==> src/rtl/muldiv_unit_pkg.sv <==
// Shared definitions for the iterative multiply/divide unit.
//   - operation encodings as seen on the unit's op input
//   - FSM state encoding
//   - default datapath width
//   - two's-complement helpers (negate / magnitude) used on operands and results
//   - funct-to-op mapping used by the control decoder
package muldiv_unit_pkg;

    localparam int MD_WIDTH = 32;

    localparam logic [1:0] OP_MULT  = 2'b00;
    localparam logic [1:0] OP_MULTU = 2'b01;
    localparam logic [1:0] OP_DIV   = 2'b10;
    localparam logic [1:0] OP_DIVU  = 2'b11;

    typedef enum logic [1:0] {
        ST_IDLE = 2'b00,
        ST_CALC = 2'b01,
        ST_FIX  = 2'b10,
        ST_DONE = 2'b11
    } md_state_e;

    // Two's-complement negation of a single-width value.
    function automatic logic [MD_WIDTH-1:0] twos_neg(input logic [MD_WIDTH-1:0] v);
        return ~v + {{(MD_WIDTH-1){1'b0}}, 1'b1};
    endfunction

    // Magnitude of a signed single-width value (0x80..0 maps to itself, read as unsigned).
    function automatic logic [MD_WIDTH-1:0] abs_val(input logic [MD_WIDTH-1:0] v);
        return v[MD_WIDTH-1] ? twos_neg(v) : v;
    endfunction

    // Two's-complement negation of a double-width product.
    function automatic logic [2*MD_WIDTH-1:0] twos_neg_dw(input logic [2*MD_WIDTH-1:0] v);
        return ~v + {{(2*MD_WIDTH-1){1'b0}}, 1'b1};
    endfunction

    // SPECIAL-opcode funct field to unit op code.
    function automatic logic [1:0] funct_to_op(input logic [5:0] funct);
        logic [1:0] op_v;
        case (funct)
            6'h18:   op_v = OP_MULT;
            6'h19:   op_v = OP_MULTU;
            6'h1A:   op_v = OP_DIV;
            6'h1B:   op_v = OP_DIVU;
            default: op_v = OP_MULT;
        endcase
        return op_v;
    endfunction

endpackage

==> src/rtl/muldiv_unit.sv <==
// Iterative multiply/divide unit owning the architectural HI/LO registers.
// Ports:
//   clk        rising-edge clock
//   rst        asynchronous active-low reset
//   start, op  issue request (accepted only in IDLE); op = MULT/MULTU/DIV/DIVU
//   rs_val     multiplicand / dividend
//   rt_val     multiplier / divisor
//   mthi/mtlo  write hi_wdata / lo_wdata into HI / LO (IDLE only, start has priority)
//   busy       high while the operation iterates (stall MFHI/MFLO and new issue)
//   done       one-cycle pulse, HI/LO already hold the new result
//   hi, lo     architectural HI / LO registers
// Signed operations run on magnitudes; the result signs are recorded at issue
// and applied in FIX. Multiply and divide share one 2*WIDTH shift register.
module muldiv_unit
    import muldiv_unit_pkg::*;
#(
    parameter int WIDTH = MD_WIDTH
) (
    input  logic             clk,
    input  logic             rst,
    input  logic             start,
    input  logic [1:0]       op,
    input  logic [WIDTH-1:0] rs_val,
    input  logic [WIDTH-1:0] rt_val,
    input  logic             mthi,
    input  logic             mtlo,
    input  logic [WIDTH-1:0] hi_wdata,
    input  logic [WIDTH-1:0] lo_wdata,
    output logic             busy,
    output logic             done,
    output logic [WIDTH-1:0] hi,
    output logic [WIDTH-1:0] lo
);

    localparam int CW = $clog2(WIDTH);

    md_state_e          state_r;
    logic [CW-1:0]      cnt_r;
    logic [2*WIDTH-1:0] acc_r;      // mul: {partial hi, multiplier}; div: {remainder, dividend/quotient}
    logic [WIDTH-1:0]   b_r;        // multiplicand or divisor magnitude
    logic               is_div_r;
    logic               neg_q_r;    // product sign (mul) or quotient sign (div)
    logic               neg_r_r;    // remainder sign (div only)
    logic [WIDTH-1:0]   hi_r;
    logic [WIDTH-1:0]   lo_r;
    logic               busy_r;
    logic               done_r;

    logic               signed_op_s;
    logic [WIDTH-1:0]   a_mag_s;
    logic [WIDTH-1:0]   b_mag_s;
    logic [WIDTH:0]     mul_sum_s;
    logic [WIDTH:0]     rem_ext_s;
    logic [WIDTH+1:0]   trial_s;
    logic [2*WIDTH-1:0] acc_step_s;
    logic [2*WIDTH-1:0] prod_fix_s;
    logic [WIDTH-1:0]   quo_fix_s;
    logic [WIDTH-1:0]   rem_fix_s;

    // Operand magnitudes at issue: MULT and DIV (op[0]==0) are the signed forms.
    always_comb begin
        signed_op_s = ~op[0];
        if (signed_op_s) begin
            a_mag_s = abs_val(rs_val);
            b_mag_s = abs_val(rt_val);
        end else begin
            a_mag_s = rs_val;
            b_mag_s = rt_val;
        end
    end

    // One iteration of shift-add multiply or restoring divide.
    always_comb begin
        mul_sum_s = {1'b0, acc_r[2*WIDTH-1:WIDTH]} + {1'b0, b_r};
        // Remainder shifted left with the next dividend bit; WIDTH+1 bits keep the carry.
        rem_ext_s = {acc_r[2*WIDTH-1:WIDTH], acc_r[WIDTH-1]};
        trial_s   = {1'b0, rem_ext_s} - {2'b00, b_r};
        if (is_div_r) begin
            if (!trial_s[WIDTH+1]) begin
                acc_step_s = {trial_s[WIDTH-1:0], acc_r[WIDTH-2:0], 1'b1};
            end else begin
                acc_step_s = {rem_ext_s[WIDTH-1:0], acc_r[WIDTH-2:0], 1'b0};
            end
        end else if (acc_r[0]) begin
            acc_step_s = {mul_sum_s, acc_r[WIDTH-1:1]};
        end else begin
            acc_step_s = {1'b0, acc_r[2*WIDTH-1:1]};
        end
    end

    // Sign correction of the finished magnitude result.
    always_comb begin
        if (neg_q_r) begin
            prod_fix_s = twos_neg_dw(acc_r);
            quo_fix_s  = twos_neg(acc_r[WIDTH-1:0]);
        end else begin
            prod_fix_s = acc_r;
            quo_fix_s  = acc_r[WIDTH-1:0];
        end
        if (neg_r_r) begin
            rem_fix_s = twos_neg(acc_r[2*WIDTH-1:WIDTH]);
        end else begin
            rem_fix_s = acc_r[2*WIDTH-1:WIDTH];
        end
    end

    // Control FSM, datapath registers, HI/LO and registered status outputs.
    // busy/done follow the state one edge later so done pulses with busy already low.
    always_ff @(posedge clk or negedge rst) begin
        if (!rst) begin
            state_r  <= ST_IDLE;
            cnt_r    <= {CW{1'b0}};
            acc_r    <= {(2*WIDTH){1'b0}};
            b_r      <= {WIDTH{1'b0}};
            is_div_r <= 1'b0;
            neg_q_r  <= 1'b0;
            neg_r_r  <= 1'b0;
            hi_r     <= {WIDTH{1'b0}};
            lo_r     <= {WIDTH{1'b0}};
            busy_r   <= 1'b0;
            done_r   <= 1'b0;
        end else begin
            busy_r <= (state_r == ST_CALC) || (state_r == ST_FIX);
            done_r <= (state_r == ST_DONE);
            case (state_r)
                ST_IDLE: begin
                    if (start) begin
                        is_div_r <= op[1];
                        neg_q_r  <= signed_op_s & (rs_val[WIDTH-1] ^ rt_val[WIDTH-1]);
                        neg_r_r  <= signed_op_s & rs_val[WIDTH-1];
                        b_r      <= b_mag_s;
                        cnt_r    <= CW'(WIDTH - 1);
                        if (op[1] && (rt_val == {WIDTH{1'b0}})) begin
                            // Divide by zero: fixed result, no iteration.
                            hi_r    <= rs_val;
                            lo_r    <= {WIDTH{1'b1}};
                            acc_r   <= {(2*WIDTH){1'b0}};
                            state_r <= ST_DONE;
                        end else begin
                            acc_r   <= {{WIDTH{1'b0}}, a_mag_s};
                            state_r <= ST_CALC;
                        end
                    end else begin
                        if (mthi) begin
                            hi_r <= hi_wdata;
                        end
                        if (mtlo) begin
                            lo_r <= lo_wdata;
                        end
                    end
                end
                ST_CALC: begin
                    acc_r <= acc_step_s;
                    cnt_r <= cnt_r - {{(CW-1){1'b0}}, 1'b1};
                    if (cnt_r == {CW{1'b0}}) begin
                        state_r <= ST_FIX;
                    end
                end
                ST_FIX: begin
                    if (is_div_r) begin
                        hi_r <= rem_fix_s;
                        lo_r <= quo_fix_s;
                    end else begin
                        hi_r <= prod_fix_s[2*WIDTH-1:WIDTH];
                        lo_r <= prod_fix_s[WIDTH-1:0];
                    end
                    state_r <= ST_DONE;
                end
                ST_DONE: begin
                    state_r <= ST_IDLE;
                end
                default: begin
                    state_r <= ST_IDLE;
                end
            endcase
        end
    end

    assign busy = busy_r;
    assign done = done_r;
    assign hi   = hi_r;
    assign lo   = lo_r;

endmodule

==> config.mk <==
export PLATFORM = sky130hd
export DESIGN_NAME = muldiv_unit
export DESIGN_NICKNAME = d
export VERILOG_FILES = /design/src/rtl/muldiv_unit_pkg.sv /design/src/rtl/muldiv_unit.sv
export SDC_FILE = /design/constraint.sdc
export NUM_CORES = 1
export LEC_CHECK = 0
export BUFFER_PORTS_ARGS = -buffer_cell sky130_fd_sc_hd__buf_2
export CELL_PAD_IN_SITES_DETAIL_PLACEMENT = 2
export CELL_PAD_IN_SITES_GLOBAL_PLACEMENT = 2
export CORE_MARGIN = 10
export CORE_UTILIZATION = 35
export DETAILED_ROUTE_END_ITERATION = 6
export GPL_TIMING_DRIVEN = 0
export PLACE_DENSITY = 0.91
export SLEW_MARGIN = 25
export SYNTH_ARGS = -nofsm -noshare
export SYNTH_HDL_FRONTEND = slang
export SYNTH_SLANG_ARGS = --single-unit
==> constraint.sdc <==
create_clock -name clk -period 4.3 [get_ports clk]
set_input_delay 0 -clock clk [delete_from_list [all_inputs] [get_ports clk]]
set_output_delay 0 -clock clk [all_outputs]
set_load 0.03 [all_outputs]
==> impl_metrics.py, run 1 <==
metrics = {
    "setup_path": {
        "ff2ff_path_depth": 9,
        "path_cells": "or4_1, nor4_2, nand2_1, nor4_1, nor2_1, o21ai_0, xnor2_1, a21oi_1, o21ai_0",
        "rr_startpoint": "acc_r[0]",
        "slowest_stage": "nor4_1",
        "timing.rr.end": "hi[21]",
        "cpMostUsedCell": "o21ai_0",
        "cp_data_arrival_time_ps": 4740,
        "crit_start": "acc_r[0]",
        "critPathMaxFanout": 9,
        "worstSetupPathType": "flop to flop",
        "critPathMaxStageDelay_ps": 840,
        "required_ps": 4680,
        "r2r_slack_ps": -70,
        "end_kind": "flop",
        "crit_path_start_kind": "flop",
    },
    "synthesis": {
        "synth_area_leader_cell": "dfrtp_1",
        "avgSynthCellArea_sq_um": 7.819,
        "postSynthCellCount": 1915,
        "yosysSeqAreaShare_pct": 28.75,
        "synth_seq_cells": 172,
        "synth.distinct_cells": 82,
        "yosys-top-cells-area": "dfrtp_1, o21ai_0, ha_1",
        "async_reset_ff_share_pct": 100.0,
        "synth_edf_count": 0,
        "synth_top_area_share_pct": 28.75,
        "yosysWarnings": 0,
        "syn_area_sq_um": 14970,
        "synthesis.nets": 2126,
        "ys.flop_type": "dfrtp_1",
    },
    "timing": {
        "timing.slew.headroom_pct": 26.90,
        "finalMaxSlewViolations": 0,
        "rsz0062_at_grt": "no",
        "fin_crit_ps": 4367,
        "min_period_over_period_pct": 101.6,
        "finalClockSkew_ps": 30.96,
        "whs_ps": 9.138,
        "setup_viol": 4,
        "hold_viol": 0,
        "worst_pin_slew_ps": 1097,
        "fmax_mhz": 229.0,
        "worst_slack_ps": -66.70,
    },
    "placement": {
        "hpwl_um": 57940,
        "finalWeightedCongestion": 0.9404,
        "port_buffers": 200,
    },
    "hold_path": {
        "min_to": "hi[27]",
        "worstHoldStart": "hi_wdata[27]",
        "hp-class": "primary input to flop",
        "holdPathStages": 5,
    },
    "layout": {
        "drive_gt1_share_pct": 13.28,
        "multi_input_area_sq_um": 9960,
        "final_util_pct": 43.20,
        "fillers": 4719,
        "final_net_count": 2435,
        "layout_common_cells": "nand2_1, buf_2, o21ai_0",
        "seqCellArea_sq_um": 4304,
        "synthToLayoutAreaGrowth_pct": 21.58,
        "final_common_cell": "nand2_1",
    },
    "drt": {
        "post_drt_via_cell_ratio": 6.382,
        "totalWireLength_um": 83860,
        "drc": 0,
        "first_pass_iters": 5,
        "vias": 17720,
        "drt_iter0_drc": 1928,
        "wire_per_inst_um": 30.20,
        "ant_nets": 0,
    },
    "floorplan": {
        "placementRows": 75,
        "die-area_sq_um": 51450,
        "core_sq_um": 42130,
        "ios": 201,
        "die_y_um": 226.8,
        "start_util_pct": 35.54,
        "fp.dieW_um": 226.8,
    },
    "pwr": {
        "p_leak_uw": 0.008157,
        "peakVddDrop_v": 0.0002792,
        "power.total_uw": 17650,
        "powerDensity_nw_per_um2": 969.4,
    },
    "clocking": {
        "cts_buffer_depth": 2,
        "clkSinkCount": 172,
        "cts-buffers-inserted": 17,
        "h-tree-depth": 4,
        "cts.clk_slew.worst_paths_ps": 110,
        "cts_tree": "yes",
        "root_buffer": "clkbuf_16",
        "insertion_delay_ps": 510,
    },
    "grt": {
        "grt_pass1_wl_um": 124800,
        "antenna_found_initial": 3,
        "grt_use_total_pct": 31.94,
        "grt_pass1_vias": 19460,
        "grt_max_degree": 87,
        "gr-total-overflow": 0,
    },
    "run": {
        "drv_cap": 0,
    },
    "run_status": {
        "outcome": "finished, violations left",
        "violations": "setup timing",
    },
}
==> cell usage after synthesis, types with 11 or more instances <==
library cell,number
mux2_2,18
a21o_1,51
clkbuf_1,102
a21oi_1,176
o31ai_1,20
nor2b_1,14
nand2_1,223
mux2i_1,56
nor3_1,43
ha_1,74
xor2_1,85
or3_1,13
o211ai_1,11
nand2b_1,18
or4_1,13
nor2_1,175
nand3_1,21
inv_1,63
o21a_1,11
dfrtp_1,172
o41ai_1,16
xnor2_1,84
nor4_1,14
o22ai_1,31
o21ai_0,199
a31oi_1,23
==> logic make-up (layout without fill, tap and decap cells) <==
family	Yosys count	count (layout)	synth area share, %
compound gates	644	644	26.49
xor+xnor	169	169	9.886
fa+ha+maj	76	76	6.451
buf+inv	186	508	4.863
flops	172	172	28.75
mux	74	74	5.097
other cells	0	1	0
simple gates	594	594	18.47
==> registers in the layout (all words and copies together) (netlist names) <==
signal    flops
state_r       2
acc_r        64
busy          1
is_div_r      1
cnt_r         5
lo           32
neg_r_r       1
hi           32
b_r          32
done          1
neg_q_r       1
==> worst max-delay path: cells and delay by family, from the launching register on <==
family,cells,cell delay (ps)
AND/OR/NAND/NOR,5,2630
flip-flops,1,700
AO/OA/AOI/OAI,3,690
XOR/XNOR,1,210
==> cell type report <==
class                      instances  area share, %
antenna                            1        0.01375
inverter                          64          1.340
sequential                       172          23.64
clock inverter                    15         0.8179
timing repair buffer             292          10.79
tap                              539          3.705
buffer                           120          2.639
clock buffer                      17          2.337
multi-input combinational       1557          54.71
==> per-stage QoR <==
step | instance area, sq um | setup WS, ps | instances | setup TNS, ps
2_1_floorplan | 14970 | 919.6 | 1915 | 0
3_3_place_gp | 16650 | -375.2 | 2654 | -4073
6_report | 18200 | -66.70 | 2777 | -136.5
3_5_place_dp | 16720 | -502.5 | 2656 | -5803
5_1_grt | 18200 | 2.099 | 2777 | 0
4_1_cts | 18190 | 45.55 | 2777 | 0
==> routing by layer <==
metal	GRT usage, %	vias up	routed length (um)
met5	0	-	25
met1	36.69	8946	32540
li1	-	7509	-
met2	53.74	952	39450
met4	19.24	4	5103
met3	6.731	313	6738
==> worst max-delay path by stage <==
stage,end,slack [ps],cells past startpoint
5_1_grt,hi[12],2,12
6_report,hi[21],-70,9
3_3_place_gp,hi[10],-380,14
2_1_floorplan,hi[26],920,14
4_1_cts,hi[24],50,13
3_5_place_dp,hi[24],-500,14
==> report_power, final <==
part	internal (uW)	switching (uW)	leakage [uW]
logic	4000	8420	0.00580
clock network	774	914	0.000277
registers	2410	1130	0.00208
==> what timing repair did <==
| action | 4_1_cts | 5_1_grt |
|---|---|---|
| buffers inserted | 1 | 0 |
| hold endpoints to repair | 168 | 0 |
| setup endpoints to repair | 17 | 16 |
| resized for setup | 1 | 3 |
| hold buffers | 89 | 0 |
No activity file was read; power rests on OpenSTA's default activity.
==> inputs of run 2 (changes only) <==
--- a/config.mk
+++ b/config.mk
@@ -13,6 +13,7 @@
 export DETAILED_ROUTE_END_ITERATION = 6
 export GPL_TIMING_DRIVEN = 0
 export PLACE_DENSITY = 0.91
+export SETUP_SLACK_MARGIN = 0.3
 export SLEW_MARGIN = 25
 export SYNTH_ARGS = -nofsm -noshare
 export SYNTH_HDL_FRONTEND = slang
==> run 2 against run 1 <==
Compared with the run above:
- core utilization increased by 0.28 points
- sequential cell count unchanged
- final cell count rose by 0.29%
- the flow finishes with violations (DRC)
- largest cell class unchanged
- clock power about the same
- first-iteration DRC count is 4.8% lower
- critical path type unchanged
- total power increased by 1.1%
- routed wire length is 2.8% higher
==> impl_metrics.py, run 2 (same netlist as run 1, synthesis figures left out) <==
metrics = {
    "drt": {
        "drt_iter0_drc": 1835,
        "totalWireLength_um": 86190,
        "drc": 1,
        "wire_per_inst_um": 30.95,
        "post_drt_via_cell_ratio": 6.471,
        "ant_nets": 0,
        "first_pass_iters": 7,
        "vias": 18020,
    },
    "floorplan": {
        "core_sq_um": 42130,
        "fp.dieW_um": 226.8,
        "ios": 201,
        "die_y_um": 226.8,
        "start_util_pct": 35.54,
        "placementRows": 75,
        "die-area_sq_um": 51450,
    },
    "layout": {
        "final_area_sq_um": 18320,
        "final_util_pct": 43.48,
        "final_common_cell": "nand2_1",
        "top_register": "acc_r",
        "largest_reg_flops": 64,
        "synthToLayoutAreaGrowth_pct": 22.35,
        "final_net_count": 2441,
        "drive_gt1_share_pct": 14.00,
        "layout_common_cells": "nand2_1, buf_2, o21ai_0",
    },
    "setup_path": {
        "end_kind": "flop",
        "cp_data_arrival_time_ps": 4410,
        "crit_path_start_kind": "flop",
        "required_ps": 4700,
        "worstSetupPathType": "flop to flop",
        "critPathMaxFanout": 10,
    },
    "timing": {
        "min_period_over_period_pct": 93.24,
        "worst_pin_slew_ps": 1105,
        "setup-tns-final_ps": 0,
        "setup_viol": 0,
        "finalMaxSlewViolations": 0,
        "rsz0062_at_grt": "yes",
        "fin_crit_ps": 4009,
        "whs_ps": 12.46,
        "timing.slew.headroom_pct": 26.35,
        "hold_viol": 0,
        "finalClockSkew_ps": 34.36,
        "fmax_mhz": 249.4,
    },
    "grt": {
        "grt_max_degree": 87,
        "grt_use_total_pct": 31.76,
        "grt_pass1_wl_um": 124200,
        "gr-total-overflow": 0,
        "grt_pass1_vias": 19510,
        "antenna_found_initial": 2,
    },
    "pwr": {
        "peakVddDrop_v": 0.0002955,
        "powerDensity_nw_per_um2": 974.3,
        "p_leak_uw": 0.008210,
    },
    "run_status": {
        "outcome": "finished, violations left",
        "violations": "DRC",
    },
    "clocking": {
        "cts_buffer_depth": 2,
        "cts_tree": "yes",
        "insertion_delay_ps": 520,
        "h-tree-depth": 4,
        "root_buffer": "clkbuf_16",
        "clkSinkCount": 172,
        "cts.clk_slew.worst_paths_ps": 80,
        "cts-buffers-inserted": 17,
    },
    "placement": {
        "hpwl_um": 57940,
        "placed_cell_area_sq_um": 16720,
        "port_buffers": 200,
        "finalWeightedCongestion": 0.9404,
    },
    "hold_path": {
        "hp-class": "primary input to flop",
    },
    "run": {
        "drv_cap": 0,
    },
}
run 2: cell count changes in the layout (fill, tap and decap cells not counted), sizes merged:
cell      before  now
diode          1    3
inv           70   71
clkbuf       119  121
buf          221  225
clkinvlp       3    2
run 2: report_power, final:
group	switching (uW)	internal, uW
clock	892	772
sequential	1110	2410
combinational	8620	4040
run 2: cell type report:
type	instances	area, sq um
buffer	122	508.0
sequential	172	4305
clock inverter	15	148.9
antenna	3	7.507
inverter	64	240.2
timing repair buffer	296	1994
multi-input combinational	1557	10020
clock buffer	17	425.4
fill	4706	23810
tap	539	674.4
run 2: what timing repair did:
action                                  in CTS  in global routing
endpoints found under the setup margin      26                 45
hold buffers                                89                  0
pin swaps                                    0                  3
endpoints found under the hold margin      168                  0
gates resized for setup                     11                 20
gates cloned                                 0                  0
buffers inserted                             0                  3
run 2: worst paths after layout:
kind	start	end	slack, ps	cells past startpoint
worst max-delay path	acc_r[0]	hi[30]	290	14
worst min-delay path	hi_wdata[17]	hi[17]	10	5
worst max register to register	acc_r[0]	hi[30]	290	14
worst min register to register	hi[9]	hi[9]	480	2
max in group asynchronous	rst	cnt_r[3]	3340	4
min in group asynchronous	rst	hi[5]	90	3
run 2: per-stage QoR:
step | std cells | setup slack (ps) | power [uW]
detailed placement | 2656 | -502.5 | 14940
floorplan | 1915 | 919.6 | 10780
finish | 2785 | 290.9 | 17850
CTS | 2777 | 298.5 | 16860
global route | 2783 | 280.5 | 18740
global placement | 2654 | -375.2 | 14140
run 2: critical path, stage by stage (launching register included):
cell      delay, ps
dfrtp_1         380
buf_4           210
inv_2           140
buf_8           170
ha_1            220
or3b_4          420
or4_4           540
nand2b_4        210
or4_4           520
buf_4           220
nand2_4         150
nand2_1         100
xor2_1          230
a21oi_1         140
o21ai_0         250
run 2: per-layer routing:
metal / GRT usage (%) / wire (um) / vias to the layer above
li1: - / - / 7520
met1: 36.49 / 32400 / 9039
met2: 53.40 / 40130 / 1095
met3: 7.132 / 8270 / 368
met4: 18.46 / 5387 / 0
met5: 0 / 0 / -
==> inputs of run 3 (changes only) <==
--- a/config.mk
+++ b/config.mk
@@ -5,14 +5,14 @@
 export SDC_FILE = /design/constraint.sdc
 export NUM_CORES = 1
 export LEC_CHECK = 0
-export BUFFER_PORTS_ARGS = -buffer_cell sky130_fd_sc_hd__buf_2
 export CELL_PAD_IN_SITES_DETAIL_PLACEMENT = 2
 export CELL_PAD_IN_SITES_GLOBAL_PLACEMENT = 2
 export CORE_MARGIN = 10
-export CORE_UTILIZATION = 35
+export CORE_UTILIZATION = 38
 export DETAILED_ROUTE_END_ITERATION = 6
+export DONT_BUFFER_PORTS = 1
 export GPL_TIMING_DRIVEN = 0
-export PLACE_DENSITY = 0.91
+export PLACE_DENSITY = 0.9
 export SETUP_SLACK_MARGIN = 0.3
 export SLEW_MARGIN = 25
 export SYNTH_ARGS = -nofsm -noshare
==> run 3 against run 2 <==
Compared with the run above:
- the flow still finishes with violations (DRC)
- clock power rose by 7%
- first-iteration DRC count grew 20%
- worst hold slack worse by 8.6 ps
- register-to-register slack worse by 90 ps
- final area shrank 1.7%
- count of clock-buffer cells in the layout stayed put
- core utilization grew 2.9 points
- clock skew up 1.4 ps
- combinational power is 5% lower
- highest routed layer is now met5
==> impl_metrics.py, run 3 (same netlist as run 1, synthesis figures left out) <==
metrics = {
    "floorplan": {
        "fp.dieW_um": 218.5,
        "die-area_sq_um": 47740,
        "ios": 201,
        "die_y_um": 218.5,
        "start_util_pct": 38.56,
        "core_sq_um": 38830,
        "placementRows": 72,
    },
    "setup_path": {
        "ff2ff_path_depth": 14,
        "r2r_slack_ps": 200,
        "cp_data_arrival_time_ps": 4510,
        "required_ps": 4700,
        "rr_startpoint": "acc_r[0]",
        "end_kind": "flop",
        "worstSetupPathType": "flop to flop",
        "crit_end": "hi[24]",
        "critPathMaxFanout": 10,
        "crit_path_start_kind": "flop",
        "timing.rr.end": "hi[24]",
        "crit_start": "acc_r[0]",
    },
    "layout": {
        "drive_gt1_share_pct": 5.703,
        "synthToLayoutAreaGrowth_pct": 20.27,
        "layout_common_cells": "nand2_1, o21ai_0, nor2_1",
        "fillers": 4252,
        "top_register": "acc_r",
        "instances_no_fill": 2631,
        "final_common_cell": "nand2_1",
        "final_net_count": 2302,
        "largest_reg_flops": 64,
    },
    "pwr": {
        "p_comb_share_pct": 66.5,
        "seqPwrFrac_pct": 23.7,
        "powerDensity_nw_per_um2": 1010,
        "clkPwrFrac_pct": 9.7,
        "swShare_pct": 61.12,
        "p_leak_uw": 0.007674,
        "internal-power_uw": 7069,
        "peakVddDrop_v": 0.0003290,
        "power_switching_uw": 11110,
    },
    "grt": {
        "grt_max_degree": 173,
        "gr-total-overflow": 0,
        "grt_pass1_vias": 19700,
        "grtUsageMet3_pct": 12.71,
        "gr-usage-met2_pct": 60.33,
        "grt_pass1_wl_um": 134200,
        "grt_busiest_layer": "met2",
        "antenna_found_initial": 10,
        "grt_use_total_pct": 37.50,
        "grt_use_met1_pct": 40.60,
    },
    "clocking": {
        "insertion_delay_ps": 520,
        "cts_tree": "yes",
        "cts_buffer_depth": 2,
        "root_buffer": "clkbuf_16",
        "h-tree-depth": 4,
        "cts-buffers-inserted": 17,
        "clkSinkCount": 172,
        "cts.clk_slew.worst_paths_ps": 90,
    },
    "timing": {
        "rsz0062_at_grt": "yes",
        "fmax_mhz": 243.8,
        "worst_pin_slew_ps": 1283,
        "setup_viol": 0,
        "fin_crit_ps": 4102,
        "hold_viol": 0,
        "finalMaxSlewViolations": 0,
        "whs_ps": 3.835,
        "finalClockSkew_ps": 35.73,
        "timing.slew.headroom_pct": 14.47,
        "min_period_over_period_pct": 95.40,
    },
    "drt": {
        "drc": 1,
        "wire_per_inst_um": 35.20,
        "ant_nets": 0,
        "drt_iter0_drc": 2196,
        "vias": 17980,
        "first_pass_iters": 7,
        "post_drt_via_cell_ratio": 6.832,
        "totalWireLength_um": 92610,
    },
    "run": {
        "drv_cap": 0,
    },
    "run_status": {
        "outcome": "finished, violations left",
        "violations": "DRC",
    },
    "placement": {
        "port_buffers": 0,
        "hpwl_um": 53990,
        "finalWeightedCongestion": 0.9330,
        "place_inst": 2433,
    },
    "hold_path": {
        "hp-class": "primary input to flop",
        "holdPathStages": 4,
    },
}
run 3: cell types whose count changed in the layout (fill, tap and decap cells not counted), sizes merged:
cell and change:
buf -203, dlygate4sd3 +65, diode +6, clkinv +3, clkinvlp -2, clkbuf -1
inv -1
run 3: what timing repair did:
item | in CTS | in global routing
endpoints found under the setup margin | 23 | 35
resized for setup | 10 | 36
hold buffers | 155 | 0
setup buffers | 0 | 2
endpoints found under the hold margin | 296 | 0
pin swaps | 0 | 4
run 3: area by class of cell:
| class | instances | area (sq um) | area share (%) |
|---|---|---|---|
| Clock buffer | 17 | 425.4 | 2.362 |
| Antenna cell | 9 | 22.52 | 0.1251 |
| Tap cell | 518 | 648.1 | 3.599 |
| Multi-Input combinational cell | 1557 | 10080 | 55.95 |
| Buffer | 122 | 508.0 | 2.821 |
| Sequential cell | 172 | 4308 | 23.92 |
| Timing Repair Buffer | 157 | 1584 | 8.796 |
| Inverter | 64 | 242.7 | 1.348 |
| Clock inverter | 15 | 193.9 | 1.077 |
run 3: how the worst min path moves through the flow:
stage / from / endpoint / slack [ps]
after CTS: rs_val[30] / hi[30] / 4
after detailed placement: rst / hi[13] / -290
after global routing: rs_val[2] / hi[2] / 40
after global placement: rst / hi[6] / -290
after floorplan: rst / acc_r[0] / -300
final: rt_val[20] / b_r[22] / 4
run 3: through the flow:
step / total power, uW / util, % / setup slack, ps / cell area (sq um) / setup TNS [ps]
CTS: 16510 / 45.96 / 278.2 / 17840 / 0
floorplan: 10780 / - / 919.6 / 14970 / 0
global placement: 13670 / 40.23 / -398.0 / 15620 / -4695
finish: 18180 / 46.38 / 197.8 / 18010 / 0
detailed placement: 14380 / 40.25 / -507.9 / 15630 / -6390
global route: 18940 / 46.33 / 162.7 / 17990 / 0
run 3: power groups by stage:
stage                     Sequential [uW]  Clock [uW]  Combinational [uW]
after floorplan                      3600           0                7180
after global placement               4040           0                9630
after detailed placement             4110           0               10300
after CTS                            4090        1690               10700
after global routing                 4350        1820               12800
final                                4320        1770               12100
run 3: worst max-delay path, cell delays in order (launching register included):
cell and delay (ps):
dfrtp_1 380, buf_4 220, inv_4 110, buf_8 160
ha_1 190, or3b_1 410, or4_4 540, nand2b_4 190
or4_4 540, clkbuf_4 250, nand2_4 160, o21ai_1 170
xor2_1 310, a21oi_1 110, o21ai_1 250
run 3: metal layers:
metal	up-vias	share of wire [%]
met2	1163	46
met1	9047	36
met4	8	8.1
met3	498	10
met5	-	0.062
li1	7259	-
